$ cat src/rtl/context_save_restore.sv
// Register-set save/restore sequencer: bank <-> per-process memory slot.
// Optional CONTEXT_CHECKSUM_EN adds an XOR checksum of transferred words.
module context_save_restore #(
  parameter int NUM_REGS = 32,
  parameter int ADDR_W = 10,
  parameter logic [ADDR_W-1:0] BASE_ADDR = 10'd512
) (
  input  logic              clock,
  input  logic              reset,
  input  logic              start,
  input  logic              modo,
  input  logic [3:0]        indiceProcesso,
  output logic              busy,
  output logic              done,
  output logic [4:0]        regEndereco,
  input  logic [31:0]       regDado,
  output logic              regEscrita,
  output logic [31:0]       regDadoEscrita,
  output logic [ADDR_W-1:0] memEndereco,
  output logic              memEscrita,
  output logic              memLeitura,
  output logic [31:0]       memDadoEscrita,
  input  logic [31:0]       memDadoLeitura
`ifdef CONTEXT_CHECKSUM_EN
  ,
  output logic [31:0]       checksum
`endif
);

  localparam int IW = (NUM_REGS > 1) ? $clog2(NUM_REGS) : 1;
  localparam logic [IW-1:0] LAST = IW'(NUM_REGS - 1);

  typedef enum logic [2:0] {
    S_IDLE,
    S_SAVE,
    S_RESTORE,
    S_DRAIN,
    S_DONE
  } state_t;

  state_t state, state_n;

  logic [IW-1:0]     idx;
  logic [IW-1:0]     idx_d;
  logic              pend;
  logic [3:0]        proc_q;
  logic [ADDR_W-1:0] base;

  assign base = BASE_ADDR
              + ADDR_W'(proc_q) * ADDR_W'(NUM_REGS);

  always_ff @(posedge clock) begin
    if (reset) begin
      state  <= S_IDLE;
      idx    <= '0;
      idx_d  <= '0;
      pend   <= 1'b0;
      proc_q <= '0;
    end else begin
      state <= state_n;
      unique case (state)
        S_IDLE: begin
          if (start) begin
            idx    <= '0;
            pend   <= 1'b0;
            proc_q <= indiceProcesso;
          end
        end
        S_SAVE: idx <= idx + IW'(1);
        S_RESTORE: begin
          idx   <= idx + IW'(1);
          idx_d <= idx;
          pend  <= 1'b1;
        end
        S_DRAIN: pend <= 1'b0;
        default: ;
      endcase
    end
  end

  always_comb begin
    state_n        = state;
    busy           = 1'b0;
    done           = 1'b0;
    regEndereco    = '0;
    regEscrita     = 1'b0;
    regDadoEscrita = '0;
    memEndereco    = '0;
    memEscrita     = 1'b0;
    memLeitura     = 1'b0;
    memDadoEscrita = '0;
    unique case (state)
      S_IDLE: begin
        if (start) state_n = modo ? S_RESTORE : S_SAVE;
      end
      S_SAVE: begin
        busy           = 1'b1;
        regEndereco    = 5'(idx);
        memEndereco    = base + ADDR_W'(idx);
        memDadoEscrita = regDado;
        memEscrita     = 1'b1;
        if (idx == LAST) state_n = S_DONE;
      end
      S_RESTORE: begin
        busy        = 1'b1;
        memLeitura  = 1'b1;
        memEndereco = base + ADDR_W'(idx);
        if (idx == LAST) state_n = S_DRAIN;
      end
      S_DRAIN: begin
        busy    = 1'b1;
        state_n = S_DONE;
      end
      S_DONE: begin
        busy    = 1'b1;
        done    = 1'b1;
        state_n = S_IDLE;
      end
      default: state_n = S_IDLE;
    endcase
    // Word read last cycle lands in the bank now; r0 stays zero
    if (pend) begin
      regEndereco    = 5'(idx_d);
      regDadoEscrita = memDadoLeitura;
      regEscrita     = (idx_d != '0);
    end
  end

`ifdef CONTEXT_CHECKSUM_EN
  always_ff @(posedge clock) begin
    if (reset) begin
      checksum <= '0;
    end else if (state == S_IDLE && start) begin
      checksum <= '0;
    end else if (memEscrita) begin
      checksum <= checksum ^ regDado;
    end else if (pend) begin
      checksum <= checksum ^ memDadoLeitura;
    end
  end
`endif

endmodule
$ cat config.mk
export PLATFORM = sky130hd
export DESIGN_NAME = context_save_restore
export DESIGN_NICKNAME = d
export VERILOG_FILES = /design/src/rtl/context_save_restore.sv
export SDC_FILE = /design/constraint.sdc
export NUM_CORES = 1
export LEC_CHECK = 0
export BUFFER_PORTS_ARGS = -buffer_cell sky130_fd_sc_hd__buf_2
export CAP_MARGIN = 0
export CORE_MARGIN = 5
export CORE_UTILIZATION = 34
export DETAILED_ROUTE_END_ITERATION = 6
export GPL_TIMING_DRIVEN = 1
export HOLD_SLACK_MARGIN = 0.03
export PLACE_DENSITY = 0.8
export SYNTH_ARGS = -nofsm -noshare
export SYNTH_HDL_FRONTEND = slang
export SYNTH_SLANG_ARGS = --single-unit
$ cat constraint.sdc
create_clock -name clock -period 1.93 [get_ports clock]
set_input_delay 0.386 -clock clock [delete_from_list [all_inputs] [get_ports clock]]
set_output_delay 0.386 -clock clock [all_outputs]
set_load 0.02 [all_outputs]
==> results of run 1 <==
[area by class of cell]
class	instances	share of cell area (%)
tap	50	2.67
timing repair buffer	165	38.1
sequential	18	15.4
inverter	4	0.640
clock buffer	4	2.35
multi-input combinational	148	40.9
[cell families (layout without fill, tap and decap cells)]
kind of cell,after synthesis,after routing
AND/OR/NAND/NOR,115,115
AO/OA/AOI/OAI,19,19
flip-flops,18,18
buffers and inverters,18,173
multiplexers,11,11
adder cells (fa/ha/maj),2,2
XOR/XNOR,1,1
[cell usage after synthesis, types with 3 or more instances]
master	number
a21oi_1	4
and3_1	3
clkbuf_1	6
buf_4	3
nand2_1	11
o21ai_0	9
mux2i_1	11
buf_2	4
nor2_1	16
and2_1	74
dfxtp_1	18
inv_1	4
[metal layers]
layer  track usage (%)  wire length, µm  part of all wire (%)
met1              16.0             1720                    35
met2              31.0             2590                    53
met3              2.57              513                    10
met4              6.13               97                   2.0
met5                 0                0                     0
[registers in the layout, indices dropped and copies added (netlist names)]
| signal | count |
|---|---|
| state | 3 |
| proc_q | 4 |
| pend | 1 |
| idx_d | 5 |
| idx | 5 |
[worst register-to-register path, cell delays in order (launching register included)]
cell      delay [ns]
dfxtp_1         0.40
nand2b_4        0.18
a21oi_2         0.11
buf_4           0.18
and4b_1         0.18
a311o_1         0.30
[placed cells by master (no fill, tap or decap)]
| cell type | n |
|---|---|
| nand2b_4 | 2 |
| nor4b_4 | 1 |
| inv_1 | 4 |
| a21oi_2 | 1 |
| o31ai_1 | 1 |
| a311o_1 | 1 |
| a21oi_1 | 4 |
| nor2_1 | 15 |
| and3_1 | 3 |
| xnor2_1 | 1 |
| or4_1 | 1 |
| nor4_1 | 1 |
| a22oi_1 | 2 |
| ha_1 | 2 |
| buf_2 | 155 |
| and2_1 | 74 |
| o21ai_0 | 9 |
| clkbuf_16 | 1 |
| buf_4 | 7 |
| buf_12 | 2 |
| and4b_1 | 2 |
| dfxtp_2 | 1 |
| dfxtp_1 | 17 |
| nor3_1 | 1 |
| nor2_4 | 2 |
| o21a_1 | 1 |
| nand3_1 | 2 |
| mux2i_1 | 11 |
| nand2_1 | 11 |
| clkbuf_8 | 4 |
[worst max path at each step]
stage,start,to,cells after the start
after floorplan,state[1],regEndereco[0],6
after global placement,state[1],regEndereco[2],6
final,state[1],memDadoEscrita[3],6
after detailed placement,state[1],regEndereco[3],6
after CTS,state[1],regEndereco[0],6
after global routing,state[0],memEndereco[5],4
[power by group]
group	total [W]	internal (W)	switching, W
clock	0.000302	0.000181	0.000121
sequential	0.000404	0.000388	0.0000159
combinational	0.000473	0.000215	0.000258
[repair_timing]
item | in CTS | in global routing
endpoints found under the setup margin | 0 | 7
hold endpoints to repair | 0 | 0
setup buffers | 0 | 1
resized for setup | 0 | 3
[metrics by stage]
step | total power (W) | utilization, % | hold slack, ns | std cells
after floorplan | 0.000684 | - | 0.452 | 184
after global placement | 0.000856 | 56.0 | 0.464 | 383
after detailed placement | 0.000864 | 56.0 | 0.488 | 383
after CTS | 0.00117 | 57.3 | 0.363 | 387
after global routing | 0.00125 | 58.7 | 0.410 | 389
final | 0.00118 | 58.7 | 0.374 | 389
==> flow_metrics.py, run 1 <==
metrics = {
    "run_status": {
        "status": "complete, no violations",
    },
    "clock_tree": {
        "cts_buffer_depth": 2,
        "cts.sink_count": 18,
        "htree_levels": 1,
        "cts_hold_buf": 0,
        "cts_tree": "done",
        "root_buffer": "clkbuf_8",
        "clk_pin_slew_ns": 0.06,
        "cts_buffers": 3,
        "clk_latency_ns": 0.25,
    },
    "layout": {
        "fillCellCount": 378,
        "drive_above_1_share_pct": 51.9,
        "area_growth_pct": 67.2,
        "finalInstanceArea_um2": 2350,
        "fin_nets": 414,
        "regArea_um2": 362,
        "num_antenna_cells": 0,
        "multi_input_comb_area_um2": 960,
    },
    "synthesis": {
        "yosys.area.top_type_share_pct": 33.0,
        "syn_nets": 258,
        "synth_xor_area_share_pct": 0.624,
        "synth_top_area_cell": "and2_1",
        "synth_seq_cells": 18,
        "syn_area_um2": 1400,
        "syn_avg_cell_area_um2": 7.63,
        "synth_fa_ha_area_share_pct": 1.78,
        "yosysUniqueCellTypes": 28,
        "synth_compound_area_share_pct": 8.11,
        "ys.flop_type": "dfxtp_1",
        "synthMuxAreaShare_pct": 7.84,
        "synth-simple-area-share_pct": 49.5,
        "netlist_top_cells_area": "and2_1 (33%), dfxtp_1 (26%), mux2i_1 (7.8%), nor2_1 (4.3%), o21ai_0 (3.2%)",
        "synth_top_family_by_area": "simple AND/OR/NAND/NOR gates",
        "syn_inst": 184,
        "synth-seq-area-share_pct": 25.7,
        "synth_edf_count": 0,
        "ys_async_sr_fraction_pct": 0,
        "synth_warnings": 0,
    },
    "drt": {
        "via_per_inst": 4.45,
        "wire_per_inst_um": 12.7,
        "firstDrtPassIters": 4,
        "drc_errors": 0,
        "first_iter_violations": 22,
        "wirelength_um": 4920,
        "ant_nets": 0,
        "vias": 1731,
    },
    "die": {
        "placementRows": 23,
        "fp.dieW_um": 74.3,
        "core_area_um2": 4000,
        "chipHeight_um": 74.3,
        "boundaryPins": 156,
        "initial_core_util_pct": 35.1,
        "die_area_um2": 5510,
    },
    "critical_path": {
        "crit_type": "flip-flop to output port",
        "r2r_slack_ns": 0.47,
        "crit_family": "simple AND/OR/NAND/NOR gates",
        "crit_path_start_kind": "flip-flop",
        "crit_path_cell_trace": "nand2b_4 -> nor2_4 -> buf_12 -> clkbuf_16 -> and2_1 -> buf_2",
        "critPathSlowestCell": "dfxtp_2",
        "cp_data_arrival_time_ns": 1.47,
        "crit_buf_inv": 3,
        "reg2reg_depth": 5,
        "r2r_start": "state[0]",
        "cp-end-kind": "output port",
        "slowest_delay_ns": 0.34,
        "crit_path_max_fanout": 19,
        "rr_endpoint": "idx[2]",
        "required_ns": 1.54,
    },
    "sta": {
        "maxSlewHeadroom_pct": 57.0,
        "setup_ws_ns": 0.0756,
        "fin_skew_ns": 0.000732,
        "final_max_slew_viol_count": 0,
        "fin_crit_sh_pct": 96.1,
        "hold_viol": 0,
        "worstMarginPinSlew_ns": 0.640,
        "finalWorstPathRequiredPeriod_ns": 1.85,
        "rsz0062_at_grt": "true",
        "max_freq_mhz": 539,
        "fin_setup_tns_ns": 0,
        "setup_violations": 0,
    },
    "global_route": {
        "grt_max_degree": 39,
        "grt_overflow": 0,
        "grt_first_pass_wirelength_um": 6950,
        "grt_pass1_vias": 1605,
        "antenna_found_initial": 0,
        "grt_usage_pct": 15.6,
    },
    "pwr": {
        "p_leak_nw": 1.39,
        "p_per_area_nw_per_um2": 502,
        "ir_drop_mv": 0.522,
    },
    "placed_design": {
        "dpl_worst_slack_ns": 0.293,
        "port_buffers": 155,
        "place.gp.congestion": 0.834,
        "placed_cell_area_um2": 2240,
        "dp_hpwl_um": 4080,
    },
    "job": {
        "cap_violations": 0,
    },
    "worst_hold_path": {
        "min_path_cells": 3,
        "worstHoldEndpoint": "proc_q[3]",
        "hold_class": "input port to flip-flop",
        "holdCritStartpoint": "indiceProcesso[3]",
    },
}
Note: power is estimated with default switching activity, not from simulation.
==> run 2: changes to the inputs <==
ABC_AREA = 1   (was unset)
CORE_UTILIZATION = 35   (was 34)
PLACE_DENSITY = 0.81   (was 0.8)
==> run 2 against run 1 <==
Clock power about the same. Via count up 18%. Sequential share of layout area about the same. Largest cell class is now non-clock buffers.
==> flow_metrics.py, run 2 <==
metrics = {
    "worst_hold_path": {
        "min_path_cells": 3,
        "holdCritStartpoint": "indiceProcesso[0]",
        "hold_class": "input port to flip-flop",
        "worstHoldEndpoint": "proc_q[0]",
    },
    "sta": {
        "hold_viol": 0,
        "fin_crit_sh_pct": 92.6,
        "finalWorstPathRequiredPeriod_ns": 1.79,
        "fin_skew_ns": 0.00284,
        "fin_setup_tns_ns": 0,
        "maxSlewHeadroom_pct": 80.6,
        "whs_ns": 0.356,
        "max_freq_mhz": 560,
        "rsz0062_at_grt": "false",
        "final_max_slew_viol_count": 0,
        "worstMarginPinSlew_ns": 0.290,
        "setup_violations": 0,
    },
    "layout": {
        "final_cell_mix": "buf_2 (155), inv_1 (88), nor2_1 (53)",
        "final_common_cell": "buf_2",
        "fin_nets": 506,
        "fillCellCount": 406,
        "num_antenna_cells": 0,
        "drive_above_1_share_pct": 40.4,
        "finish.utilization_pct": 58.1,
        "area_growth_pct": 59.7,
        "reg_top3": "idx (5), idx_d (5), proc_q (4)",
    },
    "die": {
        "chipHeight_um": 74.7,
        "core_area_um2": 4030,
        "boundaryPins": 156,
        "fp.dieW_um": 74.7,
        "die_area_um2": 5580,
        "initial_core_util_pct": 36.4,
        "placementRows": 23,
    },
    "clock_tree": {
        "cts_buffers": 3,
        "clk_latency_ns": 0.25,
        "cts_tree": "done",
        "cts_hold_buf": 0,
        "cts.sink_count": 18,
        "cts_buffer_depth": 2,
        "postCtsSetupBuffers": 0,
        "htree_levels": 1,
        "clk_pin_slew_ns": 0.07,
        "root_buffer": "clkbuf_8",
    },
    "synthesis": {
        "ys_async_sr_fraction_pct": 0,
        "syn_avg_cell_area_um2": 5.23,
        "syn_area_um2": 1470,
        "synth-seq-area-share_pct": 24.6,
        "synth_top_area_cell": "dfxtp_1",
        "netlist_top_cells_area": "dfxtp_1 (25%), inv_1 (23%), nor2_1 (14%), nand2_1 (13%), o21ai_0 (5.5%)",
        "synth_warnings": 0,
        "yosysUniqueCellTypes": 20,
        "synth.most_common_cell": "inv_1",
        "syn_nets": 354,
        "ys_top_cells_by_count": "inv_1 (89), nor2_1 (53), nand2_1 (51), dfxtp_1 (18), o21ai_0 (16)",
        "synth_edf_count": 0,
        "synth_seq_cells": 18,
        "yosys.area.top_type_share_pct": 24.6,
        "ys.flop_type": "dfxtp_1",
        "syn_inst": 280,
    },
    "placed_design": {
        "dp_hpwl_um": 4510,
        "place.gp.congestion": 0.863,
        "port_buffers": 155,
    },
    "drt": {
        "vias": 2047,
        "firstDrtPassIters": 6,
        "wirelength_um": 5290,
        "first_iter_violations": 52,
        "via_per_inst": 4.26,
        "drc_errors": 0,
        "wire_per_inst_um": 11.0,
        "ant_nets": 0,
    },
    "critical_path": {
        "cp-end-kind": "output port",
        "crit_path_max_fanout": 6,
        "crit_path_start_kind": "flip-flop",
        "r2r_start": "idx[1]",
        "r2r_slack_ns": 0.51,
        "rr_endpoint": "state[0]",
        "cp_data_arrival_time_ns": 1.40,
        "reg2reg_depth": 9,
        "crit_type": "flip-flop to output port",
        "required_ns": 1.54,
    },
    "global_route": {
        "grt_max_degree": 34,
        "antenna_found_initial": 0,
        "use_met1_pct": 19.0,
        "use_met2_pct": 33.0,
        "grt_usage_pct": 17.0,
        "grt_pass1_vias": 1744,
        "grt_overflow": 0,
        "grt_util_met3_pct": 2.94,
        "busiest_layer": "met2",
        "grt_first_pass_wirelength_um": 7690,
    },
    "job": {
        "cap_violations": 0,
    },
    "pwr": {
        "ir_drop_mv": 0.645,
        "p_leak_nw": 1.77,
        "fin_total_pwr_w": 0.00283,
        "p_per_area_nw_per_um2": 1210,
    },
    "run_status": {
        "status": "complete, no violations",
    },
}
==> run 2: cell count changes in the layout (fill, tap and decap cells not counted), moves of 8 or more <==
cell	change
mux2i_1	-11
nand3_1	+8
a21oi_1	+10
nand2_1	+40
nor2_1	+38
and2_1	-74
inv_1	+84
==> run 2: report_power, final <==
group / internal [W] / switching (W)
sequential: 0.000483 / 0.0000904
clock: 0.000181 / 0.000122
combinational: 0.000611 / 0.00134
==> run 2: stage by stage <==
stage / std cells / worst slack (ns) / instance area [µm²]
6_report: 481 / 0.143 / 2340
5_1_grt: 481 / 0.00934 / 2340
4_1_cts: 481 / 0.0885 / 2340
3_5_place_dp: 477 / 0.372 / 2280
3_3_place_gp: 477 / 0.429 / 2280
2_1_floorplan: 280 / 0.319 / 1470
==> run 2: routing by layer <==
layer	part of all wire, %	wire, µm
met1	36	1910
met2	52	2750
met3	11	588
met4	0.79	42
met5	0	0
==> run 2: cell type report <==
cell class	instances	area [µm²]	area share, %
Tap cell	50	62.6	2.67
Timing Repair Buffer	159	806	34.4
Sequential cell	18	362	15.5
Inverter	92	345	14.8
Clock buffer	4	55.1	2.35
Multi-Input combinational cell	158	709	30.3
==> run 2: worst max path at each step <==
stage                   from              to  depth (start not counted)
floorplan               pend  regEndereco[0]                          4
global placement    state[2]  memEndereco[6]                          6
detailed placement  state[2]  memEndereco[8]                          6
CTS                 state[2]  memEndereco[8]                          6
global route        state[1]  regEndereco[2]                          6
finish              state[1]  regEndereco[0]                          6
==> run 2: repair_timing <==
item	4_1_cts	5_1_grt
endpoints found under the hold margin	0	0
resized for setup	0	2
endpoints found under the setup margin	0	15
==> run 2: logic make-up (layout without fill, tap and decap cells) <==
logic type	count (synthesis)	in the layout	synth area share, %
buffers and inverters	104	255	27.0
AO/OA/AOI/OAI	30	30	10.2
adder cells (fa/ha/maj)	2	2	1.71
AND/OR/NAND/NOR	125	125	35.9
flip-flops	18	18	24.6
XOR/XNOR	1	1	0.598
==> run 2: critical path, stage by stage (launching register included) <==
cell and delay (ns):
dfxtp_1 0.37, inv_2 0.10, nand3_2 0.13, inv_1 0.19, nand3_1 0.09, o21ai_0 0.09, buf_2 0.19
